<file path="src/rtl/alu_unit.sv">
// 32-bit ALU with a single shared 33-bit adder and a one-cycle registered
// result stage carrying Result, four flags and an out_valid strobe.
module alu_unit (
    input  logic        clk,
    input  logic        rst,
    input  logic [31:0] A,
    input  logic [31:0] B,
    input  logic [2:0]  ALUControl,
    input  logic        in_valid,
    output logic [31:0] Result,
    output logic        OverFlow,
    output logic        Carry,
    output logic        Zero,
    output logic        Negative,
    output logic        out_valid
);

    localparam logic [2:0] OP_ADD = 3'b000;
    localparam logic [2:0] OP_SUB = 3'b001;
    localparam logic [2:0] OP_AND = 3'b010;
    localparam logic [2:0] OP_OR  = 3'b011;
    localparam logic [2:0] OP_SLT = 3'b101;

    logic        w_sub;
    logic [31:0] w_bop;
    logic [32:0] w_sum;
    logic        w_ovf_add;
    logic        w_ovf_sub;
    logic        w_lt;
    logic [31:0] w_res;
    logic        w_ovf;
    logic        w_carry;

    logic [31:0] r_result;
    logic        r_ovf;
    logic        r_carry;
    logic        r_zero;
    logic        r_neg;
    logic        r_valid;

    // SUB and SLT share the adder as A + ~B + 1
    assign w_sub = (ALUControl == OP_SUB) || (ALUControl == OP_SLT);
    assign w_bop = w_sub ? ~B : B;
    assign w_sum = {1'b0, A} + {1'b0, w_bop} + {32'd0, w_sub};

    assign w_ovf_add = (A[31] == B[31]) && (w_sum[31] != A[31]);
    assign w_ovf_sub = (A[31] != B[31]) && (w_sum[31] != A[31]);
    assign w_lt      = w_sum[31] ^ w_ovf_sub;

    always_comb begin
        w_res   = 32'd0;
        w_ovf   = 1'b0;
        w_carry = 1'b0;
        case (ALUControl)
            OP_ADD: begin
                w_res   = w_sum[31:0];
                w_ovf   = w_ovf_add;
                w_carry = w_sum[32];
            end
            OP_SUB: begin
                w_res   = w_sum[31:0];
                w_ovf   = w_ovf_sub;
                w_carry = w_sum[32];
            end
            OP_AND:  w_res = A & B;
            OP_OR:   w_res = A | B;
            OP_SLT:  w_res = {31'd0, w_lt};
            default: w_res = 32'd0;
        endcase
    end

    always_ff @(posedge clk or negedge rst) begin
        if (!rst) begin
            r_result <= 32'd0;
            r_ovf    <= 1'b0;
            r_carry  <= 1'b0;
            r_zero   <= 1'b0;
            r_neg    <= 1'b0;
            r_valid  <= 1'b0;
        end else if (in_valid) begin
            r_result <= w_res;
            r_ovf    <= w_ovf;
            r_carry  <= w_carry;
            r_zero   <= (w_res == 32'd0);
            r_neg    <= w_res[31];
            r_valid  <= 1'b1;
        end else begin
            r_valid  <= 1'b0;
        end
    end

    assign Result    = r_result;
    assign OverFlow  = r_ovf;
    assign Carry     = r_carry;
    assign Zero      = r_zero;
    assign Negative  = r_neg;
    assign out_valid = r_valid;

endmodule

</file>
<file path="config.mk">
export PLATFORM = sky130hd
export DESIGN_NAME = alu_unit
export DESIGN_NICKNAME = d
export VERILOG_FILES = /design/src/rtl/alu_unit.sv
export SDC_FILE = /design/constraint.sdc
export NUM_CORES = 1
export LEC_CHECK = 0
export ABC_AREA = 1
export CAP_MARGIN = 25
export CORE_ASPECT_RATIO = 0.8
export CORE_MARGIN = 4
export CORE_UTILIZATION = 53
export DETAILED_ROUTE_END_ITERATION = 10
export HOLD_SLACK_MARGIN = 0.02
export PLACE_DENSITY = 0.92
export SYNTH_ARGS = -nofsm -noshare
export SYNTH_HDL_FRONTEND = slang
export SYNTH_SLANG_ARGS = --single-unit
</file>
<file path="constraint.sdc">
create_clock -name clk -period 0.8 [get_ports clk]
set_input_delay 0.08 -clock clk [delete_from_list [all_inputs] [get_ports clk]]
set_output_delay 0.08 -clock clk [all_outputs]
set_load 0.02 [all_outputs]
</file>
==> results of run 1 <==
==> cell families after synthesis <==
kind of cell,after synthesis,share of synthesized area
DFF,36,0.181
adders and majority gates,58,0.137
xor gates and xnor gates,32,0.0562
and+or+nand+nor,486,0.427
buffers and inverters,130,0.100
AOI/OAI and AO/OA,88,0.0991
==> Yosys cell counts, drive strengths merged <==
cell | number | area, sq um
o311ai | 1 | 8.76
xor2 | 3 | 26.3
and2 | 3 | 20.0
nor2 | 86 | 340
nor3 | 11 | 55.1
a31oi | 16 | 100
nand2 | 280 | 1090
ha | 36 | 450
a221oi | 1 | 8.76
nand3b | 11 | 95.1
xnor2 | 29 | 254
inv | 110 | 413
nand3 | 84 | 460
clkbuf | 10 | 37.5
dfrtp | 36 | 901
nand4 | 9 | 56.3
fa | 1 | 20.0
a21oi | 35 | 186
o21bai | 6 | 45.0
o21ai | 29 | 145
or2 | 2 | 12.5
maj3 | 21 | 210
buf | 10 | 50.0
==> metrics by stage <==
step	instance area, sq um	setup WS (ns)	hold WS (ns)	instances
floorplan	5160	-1.23	-0.216	830
global placement	7570	-2.27	0.455	1199
detailed placement	7570	-2.37	0.468	1199
==> flow_summary_export.csv, run 1 <==
group,metric,value,unit
outcome,status,"did not finish",
outcome,lastStage,"clock tree synthesis",
outcome,error,"[ERROR DPL-0038] Utilization greater than 100%, impossible to legalize",
floorplanning,pin_count,107,
placed_design,globalplace.congestion,1.09,
logic_synthesis,synth_nets,937,
clocking,cts_buffer_depth,2,
clocking,cts_made_buffers,5,
logic_synthesis,synthesis.instances,830,
clocking,postCtsSetupBuffers,83,
placed_design,hpwl,16800,um
logic_synthesis,syn_area_per_cell,6.01,sq um
logic_synthesis,yosys_warnings,0,
clocking,cts-root-buf,"clkbuf_16",
floorplanning,die_y,94.7,um
clocking,cts_max_level,2,
logic_synthesis,ys_ff_latch,36,
floorplanning,core.rowCount,31,
floorplanning,start_util,0.547,
clocking,cts.sinks,36,
floorplanning,die_w,116,um
logic_synthesis,yosysUniqueCellTypes,34,
logic_synthesis,netlist_area,0.00498,sq mm
clocking,cts_resized,610,
placed_design,port_buffers,106,
clocking,cts_hold_buf,0,
logic_synthesis,seq_area_frac_synth,0.181,
==> run 2: changes to the inputs <==
--- a/config.mk
+++ b/config.mk
@@ -7,12 +7,10 @@
 export LEC_CHECK = 0
 export ABC_AREA = 1
 export CAP_MARGIN = 25
-export CORE_ASPECT_RATIO = 0.8
 export CORE_MARGIN = 4
-export CORE_UTILIZATION = 53
+export CORE_UTILIZATION = 40
 export DETAILED_ROUTE_END_ITERATION = 10
-export HOLD_SLACK_MARGIN = 0.02
-export PLACE_DENSITY = 0.92
+export PLACE_DENSITY_LB_ADDON = 0.15
 export SYNTH_ARGS = -nofsm -noshare
 export SYNTH_HDL_FRONTEND = slang
 export SYNTH_SLANG_ARGS = --single-unit
==> flow_summary_export.csv, run 2 <==
group,metric,value,unit
floorplanning,pin_count,107,
worst_setup_path,crit_type,"in -> reg",
layout,drive_gt1_frac,0.567,
routing,avgViaCountPerCell,5.88,
routing,route.detailed.drc,0,
floorplanning,die_y,120,um
routing,firstDrtPassIters,6,
routing,drt-initial-drc-count,749,
worst_setup_path,startpoint_type,"input pin",
timing,worst_slew_pin_slew,0.521,ns
logic_synthesis,syn_area_per_cell,6.01,sq um
global_routing,top_usage_layer,"met2",
power_and_ir_drop,worst_ir_drop_vdd,0.866,mV
global_routing,antenna_found_initial,0,
logic_synthesis,yosys_warnings,0,
routing,wl,29400,um
logic_synthesis,synth_nets,937,
global_routing,global_route.usage.met1,0.365,
worst_setup_path,worst_ep_required_time,1.05,ns
worst_setup_path,crit_fanout,8,
outcome,status,"finished, violations left",
logic_synthesis,synth_common_cells,"265 x nand2_1, 106 x inv_1, 81 x nor2_1",
timing,maxClockFrequency,0.368,GHz
timing,layout_setup_ws,-1.92,ns
logic_synthesis,synthArstFlopShare,1.00,
global_routing,use_met2,0.498,
clocking,cts_buffer_depth,2,
logic_synthesis,seq_area_frac_synth,0.181,
worst_setup_path,slowest_delay,0.37,ns
hold_path,hold_path_class,"in -> async",
worst_setup_path,endpoint_kind,"register",
routing,ant_nets,0,
layout,final_common_cell,"buf_4",
routing,via_count,8168,
timing,setup-tns-final,-50.83,ns
worst_setup_path,critPathTopFamily,"simple AND/OR/NAND/NOR gates",
layout,layout_common_cells,"231 x buf_4, 158 x nand2_1, 91 x buf_6",
worst_setup_path,cp.arrival,2.97,ns
timing,hold_viol,0,
floorplanning,core_area,0.0121,sq mm
power_and_ir_drop,p_leak,5.43,nW
clocking,cts-root-buf,"clkbuf_16",
timing,finalSetupViolCount,72,
placed_design,port_buffers,106,
routing,avgRoutedWirePerCell,21.2,um
clocking,clk_latency,0.29,ns
floorplanning,core.rowCount,40,
logic_synthesis,ys_ff_latch,36,
timing,drv_slew,0,
worst_setup_path,worst-path-buf-inv,4,
logic_synthesis,yosysUniqueCellTypes,34,
placed_design,globalplace.congestion,1.02,
clocking,cts_max_level,2,
clocking,cts_made_buffers,5,
global_routing,grt.overflow.total,0,
floorplanning,dieArea,0.0143,sq mm
logic_synthesis,ys.flop_type,"dfrtp_1",
timing,fin_crit,2.72,ns
flow_run,maxCapViolCount,0,
logic_synthesis,synth_enable_flop_cells,0,
timing,timing.slew.headroom,0.652,
global_routing,grt_max_degree,41,
logic_synthesis,netlist_area,0.00498,sq mm
global_routing,use_met3,0.0443,
logic_synthesis,synth.most_common_cell,"nand2_1",
clocking,cts_tree,"yes",
global_routing,grt_usage,0.285,
layout,final_cells,1388,
outcome,violations,"negative setup slack",
timing,grt_setup_unrepaired,"true",
logic_synthesis,synth_top_area_frac,0.200,
worst_setup_path,crit_top_cell,"nand2_1",
timing,skew,0,ns
placed_design,hpwl,15400,um
worst_setup_path,critPathSlowestCell,"ha_1",
power_and_ir_drop,p_per_area,1420,mW/mm^2
clocking,clk_pin_slew_worst_paths,0.08,ns
logic_synthesis,synthesis.instances,830,
timing,finalCritPeriodShare,3.40,
floorplanning,start_util,0.412,
clocking,cts.sinks,36,
layout,largest_register_ffs,32,
layout,antenna_cells,0,
layout,final_net_count,1326,
global_routing,grt_pass1_vias,6764,
layout,syn_to_final_growth,116,%
logic_synthesis,yosys.area.top_type,"nand2_1",
placed_design,dp.cells,1284,
global_routing,grt_pass1_wl,33000,um
floorplanning,die_w,120,um
logic_synthesis,synth.area.top_cells,"nand2_1 20%, dfrtp_1 18%, ha_1 9.0%, inv_1 8.0%, nand3_1 7.6%",
worst_setup_path,crit_chain,"buf_12 -> inv_16 -> nand2_8 -> clkbuf_16 -> xnor2_1 -> ha_1 -> nand2_1 -> nand2_1 -> nand2_1 -> buf_4 -> a21oi_1 -> nor2_1 -> nand4_1 -> nand3_4 -> nand2_1 -> nor2_1 -> nand3_1 -> nor2_1 -> nand3_1 -> nand2_1",
run 2: per-stage QoR:
stage | cell area, sq um | total power [mW] | hold WS [ns] | setup WS, ns | util
floorplan | 5160 | 5.58 | -0.216 | -1.23 | -
global placement | 7860 | 8.83 | 0.0639 | -2.53 | 0.649
detailed placement | 7860 | 8.89 | 0.0699 | -2.54 | 0.649
CTS | 9300 | 12.5 | 0.300 | -1.68 | 0.768
global route | 10700 | 15.7 | 0.328 | -2.00 | 0.887
finish | 10700 | 15.2 | 0.309 | -1.92 | 0.887
run 2: where the power goes:
| part | internal, mW | switching, mW | leakage [nW] |
|---|---|---|---|
| clock network | 1.15 | 0.981 | 0.0736 |
| logic | 5.11 | 5.74 | 4.91 |
| registers | 2.04 | 0.180 | 0.451 |
run 2: final timing paths:
check,from,to,slack [ns],cells after the start
max reg2reg,Result[6]$_DFFE_PN0P_,Result[6]$_DFFE_PN0P_,-0.13,3
max,ALUControl[1],Zero$_DFFE_PN0P_,-1.92,20
min reg2reg,OverFlow$_DFFE_PN0P_,OverFlow$_DFFE_PN0P_,0.52,2
min,rst,Result[15]$_DFFE_PN0P_,0.31,3
max in group asynchronous,rst,Result[1]$_DFFE_PN0P_,0.27,3
min in group clk,B[5],Result[5]$_DFFE_PN0P_,0.37,4
run 2: worst reg2reg max path: stages (launching register included):
cell,delay (ns)
dfrtp_1,0.41
buf_4,0.15
nor2_1,0.20
a31oi_4,0.04
run 2: kinds of logic (layout without fill, tap and decap cells):
kind of cell | count (synthesis) | in the layout | share of synthesized area
buffers and inverters | 130 | 520 | 0.100
flip-flops | 36 | 36 | 0.181
adder cells (fa/ha/maj) | 58 | 58 | 0.137
AO/OA/AOI/OAI | 88 | 88 | 0.0991
XOR/XNOR | 32 | 32 | 0.0562
AND/OR/NAND/NOR | 486 | 486 | 0.427
run 2: timing repair:
| action | in CTS | in global routing |
|---|---|---|
| endpoints found under the setup margin | 73 | 73 |
| hold buffers | 1 | 0 |
| endpoints found under the hold margin | 36 | 0 |
| pin swaps | 76 | 141 |
| buffers inserted | 53 | 47 |
| gates cloned | 1 | 1 |
| gates resized for setup | 449 | 264 |
run 2: metal layers:
layer,vias up,share of wire
met3,260,0.11
met4,0,0.081
met5,-,0
met2,674,0.46
met1,3780,0.35
li1,3454,-
run 2: cell type report:
class / instances / area [sq um]
clock buffer: 5 / 125
clock inverter: 3 / 18.8
fill: 567 / 1370
inverter: 110 / 432
multi-input combinational: 664 / 5340
sequential: 36 / 901
tap: 168 / 210
timing repair buffer: 402 / 3720
No activity file was read; power rests on OpenSTA's default activity.
==> run 3: changes to the inputs <==
--- a/config.mk
+++ b/config.mk
@@ -6,11 +6,12 @@
 export NUM_CORES = 1
 export LEC_CHECK = 0
 export ABC_AREA = 1
-export CAP_MARGIN = 25
+export CAP_MARGIN = 20
 export CORE_MARGIN = 4
 export CORE_UTILIZATION = 40
 export DETAILED_ROUTE_END_ITERATION = 10
 export PLACE_DENSITY_LB_ADDON = 0.15
+export RECOVER_POWER = 50
 export SYNTH_ARGS = -nofsm -noshare
 export SYNTH_HDL_FRONTEND = slang
 export SYNTH_SLANG_ARGS = --single-unit
==> flow_summary_export.csv, run 3 (synthesis gave the netlist of run 2 again) <==
group,metric,value,unit
hold_path,min_from,"B[5]",
worst_setup_path,critPathTopFamily,"simple AND/OR/NAND/NOR gates",
routing,via_count,8178,
timing,setup-tns-final,-50.92,ns
clocking,cts.sinks,36,
worst_setup_path,startpoint_type,"input pin",
clocking,cts_made_buffers,5,
outcome,status,"finished, violations left",
clocking,clk_latency,0.29,ns
power_and_ir_drop,seqPwrFrac,0.146,
worst_setup_path,crit_top_cell,"nand2_1",
worst_setup_path,slowest_delay,0.37,ns
floorplanning,core.rowCount,40,
floorplanning,die_w,120,um
power_and_ir_drop,p_leak,5.43,nW
floorplanning,dieArea,0.0143,sq mm
worst_setup_path,cp.arrival,2.99,ns
routing,drt-initial-drc-count,749,
routing,avgRoutedWirePerCell,21.2,um
timing,hold_viol,0,
global_routing,grt_usage,0.285,
flow_run,maxCapViolCount,0,
worst_setup_path,worst_ep_required_time,1.05,ns
outcome,violations,"negative setup slack",
worst_setup_path,crit_type,"in -> reg",
timing,maxClockFrequency,0.366,GHz
worst_setup_path,crit_chain,"buf_12 -> inv_16 -> nand2_8 -> clkbuf_16 -> xnor2_1 -> ha_1 -> nand2_1 -> nand2_1 -> nand2_1 -> buf_4 -> a21oi_1 -> nor2_1 -> nand4_1 -> nand3_4 -> nand2_1 -> nor2_1 -> nand3_1 -> nor2_1 -> nand3_1 -> nand2_1",
floorplanning,die_y,120,um
power_and_ir_drop,p_comb_frac,0.714,
placed_design,port_buffers,106,
floorplanning,core_area,0.0121,sq mm
global_routing,antenna_found_initial,0,
placed_design,hpwl,15400,um
clocking,cts-root-buf,"clkbuf_16",
power_and_ir_drop,p_per_area,1420,mW/mm^2
worst_setup_path,crit_fanout,8,
floorplanning,start_util,0.412,
timing,finalCritPeriodShare,3.42,
timing,worst_slew_pin_slew,0.517,ns
clocking,cts_max_level,2,
hold_path,hold_depth,4,
timing,timing.slew.headroom,0.655,
power_and_ir_drop,p_total,15.2,mW
worst_setup_path,reg2reg_depth,3,
worst_setup_path,endpoint_kind,"register",
routing,wl,29400,um
placed_design,globalplace.congestion,1.02,
worst_setup_path,critPathSlowestCell,"ha_1",
timing,layout_setup_ws,-1.93,ns
routing,firstDrtPassIters,7,
timing,drv_slew,0,
routing,ant_nets,0,
timing,hold_slack,0.373,ns
worst_setup_path,r2r-start,"Result[6]$_DFFE_PN0P_",
clocking,cts_tree,"yes",
power_and_ir_drop,internal-power,8.30,mW
layout,layout_common_cells,"231 x buf_4, 158 x nand2_1, 92 x buf_6",
global_routing,grt_pass1_vias,6764,
timing,fin_crit,2.73,ns
global_routing,grt_pass1_wl,33000,um
routing,route.detailed.drc,0,
hold_path,hold_path_class,"in -> reg",
power_and_ir_drop,clock_power_share,0.140,
layout,final_common_cell,"buf_4",
power_and_ir_drop,worst_ir_drop_vdd,0.861,mV
clocking,cts_buffer_depth,2,
layout,fill_cells,571,
placed_design,placed_cell_area,0.00786,sq mm
worst_setup_path,worst-path-buf-inv,4,
layout,final_area,0.0107,sq mm
global_routing,grt.overflow.total,0,
timing,finalSetupViolCount,72,
global_routing,grt_max_degree,41,
floorplanning,pin_count,107,
layout,syn_to_final_growth,115,%
routing,avgViaCountPerCell,5.89,
power_and_ir_drop,power.share.switching,0.454,
layout,antenna_cells,0,
layout,final_net_count,1326,
clocking,clk_pin_slew_worst_paths,0.08,ns
timing,skew,0,ns
timing,grt_setup_unrepaired,"true",
layout,drive_gt1_frac,0.566,
placed_design,place_ws,-2.54,ns
power_and_ir_drop,p_sw,6.90,mW
layout,largest_register_ffs,32,
worst_setup_path,r2r_end,"Result[6]$_DFFE_PN0P_",
hold_path,min_to,"Result[5]$_DFFE_PN0P_",
worst_setup_path,r2r_slack,-0.13,ns
## run 3: cell types whose count changed in the layout (fill, tap and decap cells not counted)
cell and delta:
buf_2 -1, buf_12 -1, clkbuf_1 +1, buf_6 +1
## run 3: cell type report
| cell class | instances | area [sq um] | area share |
|---|---|---|---|
| Inverter | 110 | 432 | 0.0402 |
| Sequential cell | 36 | 901 | 0.0839 |
| Tap cell | 168 | 210 | 0.0196 |
| Timing Repair Buffer | 402 | 3710 | 0.345 |
| Clock inverter | 3 | 18.8 | 0.00175 |
| Clock buffer | 5 | 125 | 0.0117 |
| Multi-Input combinational cell | 664 | 5340 | 0.497 |
## run 3: worst max path at each step
stage / start / endpoint / slack, ns / cells after the start
5_1_grt: ALUControl[1] / Zero$_DFFE_PN0P_ / -2.00 / 25
2_1_floorplan: ALUControl[1] / Zero$_DFFE_PN0P_ / -1.23 / 21
4_1_cts: ALUControl[1] / Zero$_DFFE_PN0P_ / -1.68 / 23
6_report: ALUControl[1] / Zero$_DFFE_PN0P_ / -1.93 / 20
3_5_place_dp: ALUControl[1] / Zero$_DFFE_PN0P_ / -2.54 / 23
3_3_place_gp: ALUControl[1] / Zero$_DFFE_PN0P_ / -2.53 / 23
## run 3: worst min-delay path, delay by kind of cell
kind | cells | cell delay, ns
AOI/OAI and AO/OA | 1 | 0.16
and+or+nand+nor | 1 | 0.08
buffers and inverters | 1 | 0.13
adders and majority gates | 1 | 0.18
## run 3: power by group through the flow
stage	Clock, mW	Sequential [mW]	Combinational (mW)
floorplan	0	2.47	3.11
global placement	0	2.19	6.64
detailed placement	0	2.20	6.69
CTS	2.03	2.21	8.26
global route	2.18	2.25	11.3
finish	2.13	2.22	10.8
## run 3: what timing repair did
item                                    CTS  global route
buffers inserted                         53            47
cloned                                    1             1
pin swaps                                76           141
hold buffers                              1             0
endpoints found under the setup margin   73            73
hold endpoints to repair                 36             0
gates resized for setup                 449           264
## run 3: per-stage QoR
step                      instances  utilization
after floorplan                 830            -
after global placement         1284        0.649
after detailed placement       1284        0.649
after CTS                      1346        0.768
after global routing           1388        0.886
final                          1388        0.886
## run 3: layer usage
| metal | track usage | up-vias | wire [um] |
|---|---|---|---|
| met5 | 0 | - | 0 |
| met4 | 0.0759 | 0 | 2370 |
| met3 | 0.0443 | 252 | 3200 |
| met2 | 0.498 | 706 | 13500 |
| met1 | 0.365 | 3765 | 10300 |
| li1 | - | 3455 | - |
